--- src/rtl/instr_encoder.sv ---
// instr_encoder
//   Packs upstream instruction fields into 32-bit words and queues them in a
//   small FIFO for an instruction-memory writer. A read-after-write hazard
//   against the previously queued instruction inserts one NOP bubble word
//   ahead of the dependent instruction. out_addr counts words handed to the
//   consumer since the program started.
//
// Ports
//   clock, reset_n        single clock, synchronous active-low reset
//   start                 one-cycle pulse that begins a program (IDLE/DONE)
//   in_valid / in_ready   upstream handshake for in_* fields
//   in_alu_ctrl, in_write_addr, in_r1_addr, in_r2_addr, in_last
//   out_valid / out_ready downstream handshake for out_instr / out_addr
//   count                 FIFO occupancy
//   done                  program fully drained
//
// state  | meaning
// IDLE   | after reset, waiting for start
// RUN    | accepting instructions
// BUBBLE | hazard seen, queue one NOP word before the held instruction
// DRAIN  | last instruction accepted, waiting for FIFO to empty
// DONE   | program drained, start begins another
module instr_encoder #(
    parameter int         DEPTH    = 8,
    parameter logic [3:0] NOP_CTRL = 4'hF
) (
    input  logic                     clock,
    input  logic                     reset_n,
    input  logic                     start,
    input  logic                     in_valid,
    output logic                     in_ready,
    input  logic [3:0]               in_alu_ctrl,
    input  logic [7:0]               in_write_addr,
    input  logic [7:0]               in_r1_addr,
    input  logic [7:0]               in_r2_addr,
    input  logic                     in_last,
    output logic                     out_valid,
    input  logic                     out_ready,
    output logic [31:0]              out_instr,
    output logic [15:0]              out_addr,
    output logic [$clog2(DEPTH):0]   count,
    output logic                     done
);

    localparam int AW = (DEPTH > 1) ? $clog2(DEPTH) : 1;
    localparam int CW = $clog2(DEPTH) + 1;
    localparam logic [CW-1:0] DEPTH_C = CW'(DEPTH);

    typedef enum logic [2:0] {
        S_IDLE,
        S_RUN,
        S_BUBBLE,
        S_DRAIN,
        S_DONE
    } state_t;

    state_t          state_q, state_d;
    logic [AW-1:0]   wr_ptr_q, wr_ptr_d;
    logic [AW-1:0]   rd_ptr_q, rd_ptr_d;
    logic [CW-1:0]   count_q, count_d;
    logic [15:0]     out_addr_q, out_addr_d;
    logic            prev_valid_q, prev_valid_d;
    logic [7:0]      prev_wr_q, prev_wr_d;
    logic [31:0]     mem_q [DEPTH];

    logic            not_full;
    logic            hazard;
    logic            accept;
    logic            bubble_push;
    logic            push;
    logic            pop;
    logic            enter_run;
    logic [31:0]     push_word;

    // State and datapath registers
    always_ff @(posedge clock) begin
        if (!reset_n) begin
            state_q      <= S_IDLE;
            wr_ptr_q     <= '0;
            rd_ptr_q     <= '0;
            count_q      <= '0;
            out_addr_q   <= '0;
            prev_valid_q <= 1'b0;
            prev_wr_q    <= '0;
        end else begin
            state_q      <= state_d;
            wr_ptr_q     <= wr_ptr_d;
            rd_ptr_q     <= rd_ptr_d;
            count_q      <= count_d;
            out_addr_q   <= out_addr_d;
            prev_valid_q <= prev_valid_d;
            prev_wr_q    <= prev_wr_d;
        end
    end

    // Storage needs no reset: out_instr is masked whenever count is 0.
    always_ff @(posedge clock) begin
        if (push) begin
            mem_q[wr_ptr_q] <= push_word;
        end
    end

    // Next-state logic
    always_comb begin
        state_d = state_q;
        unique case (state_q)
            S_IDLE, S_DONE: if (start) state_d = S_RUN;
            S_RUN: begin
                if (accept && in_last)         state_d = S_DRAIN;
                else if (hazard && not_full)   state_d = S_BUBBLE;
            end
            S_BUBBLE: if (not_full) state_d = S_RUN;
            S_DRAIN:  if (count_q == '0) state_d = S_DONE;
            default:  state_d = S_IDLE;
        endcase
    end

    // Outputs and datapath next values
    always_comb begin
        not_full    = (count_q < DEPTH_C);
        hazard      = in_valid && prev_valid_q &&
                      ((in_r1_addr == prev_wr_q) || (in_r2_addr == prev_wr_q));
        in_ready    = (state_q == S_RUN) && not_full && !hazard;
        accept      = in_valid && in_ready;
        bubble_push = (state_q == S_BUBBLE) && not_full;
        push        = accept || bubble_push;
        push_word   = bubble_push ? {4'b0, NOP_CTRL, 24'h0}
                                  : {4'b0, in_alu_ctrl, in_write_addr, in_r1_addr, in_r2_addr};
        out_valid   = (count_q != '0);
        pop         = out_valid && out_ready;
        out_instr   = out_valid ? mem_q[rd_ptr_q] : 32'h0;
        out_addr    = out_addr_q;
        count       = count_q;
        done        = (state_q == S_DONE);
        enter_run   = ((state_q == S_IDLE) || (state_q == S_DONE)) && start;

        wr_ptr_d = push ? wr_ptr_q + AW'(1) : wr_ptr_q;
        rd_ptr_d = pop  ? rd_ptr_q + AW'(1) : rd_ptr_q;

        count_d = count_q;
        if (push && !pop)      count_d = count_q + CW'(1);
        else if (pop && !push) count_d = count_q - CW'(1);

        // Entering RUN only happens with an empty FIFO, so no pop competes.
        out_addr_d = out_addr_q;
        if (enter_run) out_addr_d = 16'h0;
        else if (pop)  out_addr_d = out_addr_q + 16'd1;

        // A NOP (upstream or bubble) writes nothing, so it cannot cause a hazard.
        prev_valid_d = prev_valid_q;
        prev_wr_d    = prev_wr_q;
        if (enter_run) begin
            prev_valid_d = 1'b0;
        end else if (accept) begin
            prev_valid_d = (in_alu_ctrl != NOP_CTRL);
            prev_wr_d    = in_write_addr;
        end else if (bubble_push) begin
            prev_valid_d = 1'b0;
        end
    end

endmodule

--- config.mk ---
export PLATFORM = sky130hd
export DESIGN_NAME = instr_encoder
export DESIGN_NICKNAME = d
export VERILOG_FILES = /design/src/rtl/instr_encoder.sv
export SDC_FILE = /design/constraint.sdc
export NUM_CORES = 1
export LEC_CHECK = 0
export CORE_MARGIN = 2
export CORE_UTILIZATION = 55
export DETAILED_ROUTE_END_ITERATION = 8
export GPL_TIMING_DRIVEN = 1
export PLACE_DENSITY = 0.76
export SYNTH_ARGS = -nofsm -noshare
export SYNTH_HDL_FRONTEND = slang
export SYNTH_SLANG_ARGS = --single-unit
export TNS_END_PERCENT = 50
--- constraint.sdc ---
create_clock -name clock -period 7.15 [get_ports clock]
set_input_delay 0.715 -clock clock [delete_from_list [all_inputs] [get_ports clock]]
set_output_delay 0.715 -clock clock [all_outputs]
set_load 0.005 [all_outputs]
==> flow_summary.json <==
{
  "vias": 5853,
  "grt_overflow": 0,
  "wl_per_cell_um": 21.9,
  "tightestPinTransition_ns": 1.18,
  "synth_edf_count": 224,
  "fp.dieH_um": 145,
  "use_met3_pct": 3.22,
  "slew_violations": 0,
  "tns_ns": 0,
  "use_met2_pct": 36.1,
  "grt.total_usage_pct": 21.9,
  "synth_ff_type": "edfxtp_1",
  "cp-end-kind": "output port",
  "routabilityCongestion": 0.790,
  "synth_cell_types": 50,
  "vias_per_cell": 5.78,
  "place_ws_ns": 3.08,
  "final_hold_viol_count": 0,
  "core_um2": 19500,
  "slew_headroom_pct": 21.4,
  "reg2reg_depth": 13,
  "cts_tree": "built",
  "start_util_pct": 56.0,
  "drc": 0,
  "met1_usage_pct": 31.0,
  "status": "completed",
  "critPathArrivalTime_ns": 3.08,
  "die_x_um": 145,
  "drt_iter0_markers": 530,
  "synthToLayoutAreaGrowth_pct": 17.6,
  "clkTransAtPathRegs_ns": 0.06,
  "hold_class": "register to register",
  "cap_viol_max_count": 0,
  "routed_wirelength_um": 22200,
  "cts_made_buffers": 26,
  "clkSinkCount": 265,
  "rsz0062_at_grt": "no",
  "cts_buffer_depth": 3,
  "setup_viol_count_final": 0,
  "drive_gt1_share_pct": 16.5,
  "grt.busiest_layer": "met2",
  "whs_path_depth": 2,
  "whs_ns": 0.497,
  "synth_area_per_cell_um2": 17.0,
  "antenna_found_initial": 0,
  "critPathKind": "register to output port",
  "worst_slack_ns": 3.35,
  "n_fill_cell": 1319,
  "num_antenna_cells": 0,
  "leakagePower_nw": 4.03,
  "fmax_ghz": 0.263,
  "hold_buffers": 0,
  "crit_fanout": 56,
  "netlist_instances": 641,
  "fin_crit_sh_pct": 53.1,
  "placed_cells": 967,
  "post-cts-setup-buffers": 0,
  "io_buffers": 84,
  "h-tree-depth": 1,
  "final_cells": 1012,
  "root_buffer": "clkbuf_16",
  "hp-start": "rd_ptr_q[1]$_SDFFE_PN0P_",
  "startpoint_type": "register",
  "r2r_start": "prev_wr_q[4]$_SDFFE_PN0P_",
  "firstDrtPassIters": 4,
  "r2r_end": "count[3]$_SDFFE_PN0P_",
  "io_pins": 89,
  "row_count": 51,
  "grt_max_degree": 57,
  "clock_skew_ns": 0.00858,
  "grt_pass1_vias": 5923,
  "hpwlAfterDp_um": 12700,
  "clkLatencyLatePin_ns": 0.52,
  "total_power_mw": 4.02,
  "synth_seq_cells": 265,
  "drtAntennaViolNets": 0,
  "yosysSeqAreaShare_pct": 69.3,
  "ys.warnings.count": 0,
  "cts_resized": 0,
  "r2r_slack_ns": 3.75,
  "die_area_um2": 20900,
  "peakVddDrop_uv": 288,
  "final_nets": 771,
  "grt_pass1_wl_um": 34100,
  "syn_area_um2": 10900,
  "min_period_ns": 3.80,
  "critPathRequiredTime_ns": 6.43,
  "async_flop_share_pct": 0,
  "power_density_nw_per_um2": 314
}
[worst max-delay path: stages, from the launching register on]
cell and delay (ns):
dfxtp_4 0.33, buf_4 0.82, mux4_2 0.62, mux2i_1 0.22, nor2_1 0.07, clkdlybuf4s50_1 0.46
[cell families (layout without fill, tap and decap cells)]
family / after synthesis / count (layout) / synth area share, %
flops: 265 / 265 / 69.3
simple gates: 162 / 162 / 8.11
xor+xnor: 30 / 30 / 2.41
buf+inv: 43 / 146 / 1.99
other cells: 1 / 4 / 0.0344
compound gates: 37 / 37 / 2.03
fa+ha+maj: 7 / 7 / 0.873
mux: 96 / 96 / 15.3
[cell usage in the layout, fill, tap and decap left out, types with 7 or more instances in the layout]
cell type	n
buf_4	10
xnor2_1	26
edfxtp_1	224
clkdlybuf4s50_1	84
mux4_2	56
o21ai_0	12
nor2_1	43
nor2b_1	18
nand3_1	7
a21oi_1	13
and2_1	8
and2b_1	7
nand2_1	37
or3_1	7
mux2i_1	40
clkbuf_16	27
clkbuf_1	9
dfxtp_1	38
nand4_1	8
[worst max-delay path by stage]
stage / from / to / slack [ns] / cells after the start
3_3_place_gp: in_r1_addr[5] / count[3]$_SDFFE_PN0P_ / 3.20 / 14
4_1_cts: register / out_instr[22] / 3.23 / 5
6_report: register / out_instr[22] / 3.35 / 5
2_1_floorplan: in_r1_addr[4] / mem_q[4][0]$_DFFE_PP_ / 2.34 / 6
3_5_place_dp: in_r1_addr[5] / count[3]$_SDFFE_PN0P_ / 3.08 / 14
5_1_grt: register / out_instr[22] / 3.05 / 5
[cells in the mapped netlist (2+ instances only)]
library cell	instances	area share (%)
buf_6	2	0.21
and4b_1	2	0.18
edfxtp_1	224	62
a21o_1	2	0.14
buf_4	7	0.48
nor2_1	43	1.5
mux2i_1	40	3.7
a21oi_1	13	0.60
dfxtp_1	41	7.5
nand4_1	8	0.46
mux4_2	56	12
nand2_1	37	1.3
ha_1	6	0.69
buf_2	11	0.51
a21boi_0	3	0.21
or3_1	7	0.40
and2b_1	7	0.48
and2_1	8	0.46
nor4_1	2	0.11
nand3_1	7	0.32
xnor2_1	26	2.1
o21ai_0	12	0.55
nor2b_1	18	1.0
nor4b_1	3	0.24
nand2b_1	2	0.11
nor3_1	5	0.23
clkbuf_1	9	0.31
inv_1	6	0.21
xor2_1	4	0.32
or2_2	4	0.23
buf_1	7	0.24
[through the flow]
step                utilization (%)  area (µm²)
finish                         65.8       12800
global route                   65.8       12800
CTS                            65.8       12800
detailed placement             61.7       12000
global placement               61.7       12000
floorplan                         -       10900
[layout make-up]
class,count,area (µm²),share of cell area (%)
sequential,265,7550,59.0
multi-input combinational,336,3180,24.8
timing repair buffer,94,916,7.15
clock buffer,36,709,5.54
tap,265,332,2.59
clock inverter,9,90.1,0.703
inverter,7,26.3,0.205
[state kept, by name (all words and copies together), names as in the netlist, named ones only]
| name | count |
|---|---|
| prev_valid_q | 1 |
| wr_ptr_q | 3 |
| count | 4 |
| rd_ptr_q | 3 |
| out_addr | 16 |
| state_q | 3 |
| mem_q | 224 |
| prev_wr_q | 8 |
[layer usage]
metal  vias up  part of all wire [%]
met1      2959                    42
li1       2644                     -
met4         0                   2.1
met5         -                     0
met2       209                    49
met3        41                   6.2
[where the power goes]
group / internal [mW] / total, mW / switching, mW
clock network: 0.759 / 1.30 / 0.538
registers: 1.74 / 1.78 / 0.0466
logic: 0.504 / 0.937 / 0.433
No activity file was read; power rests on OpenSTA's default activity.
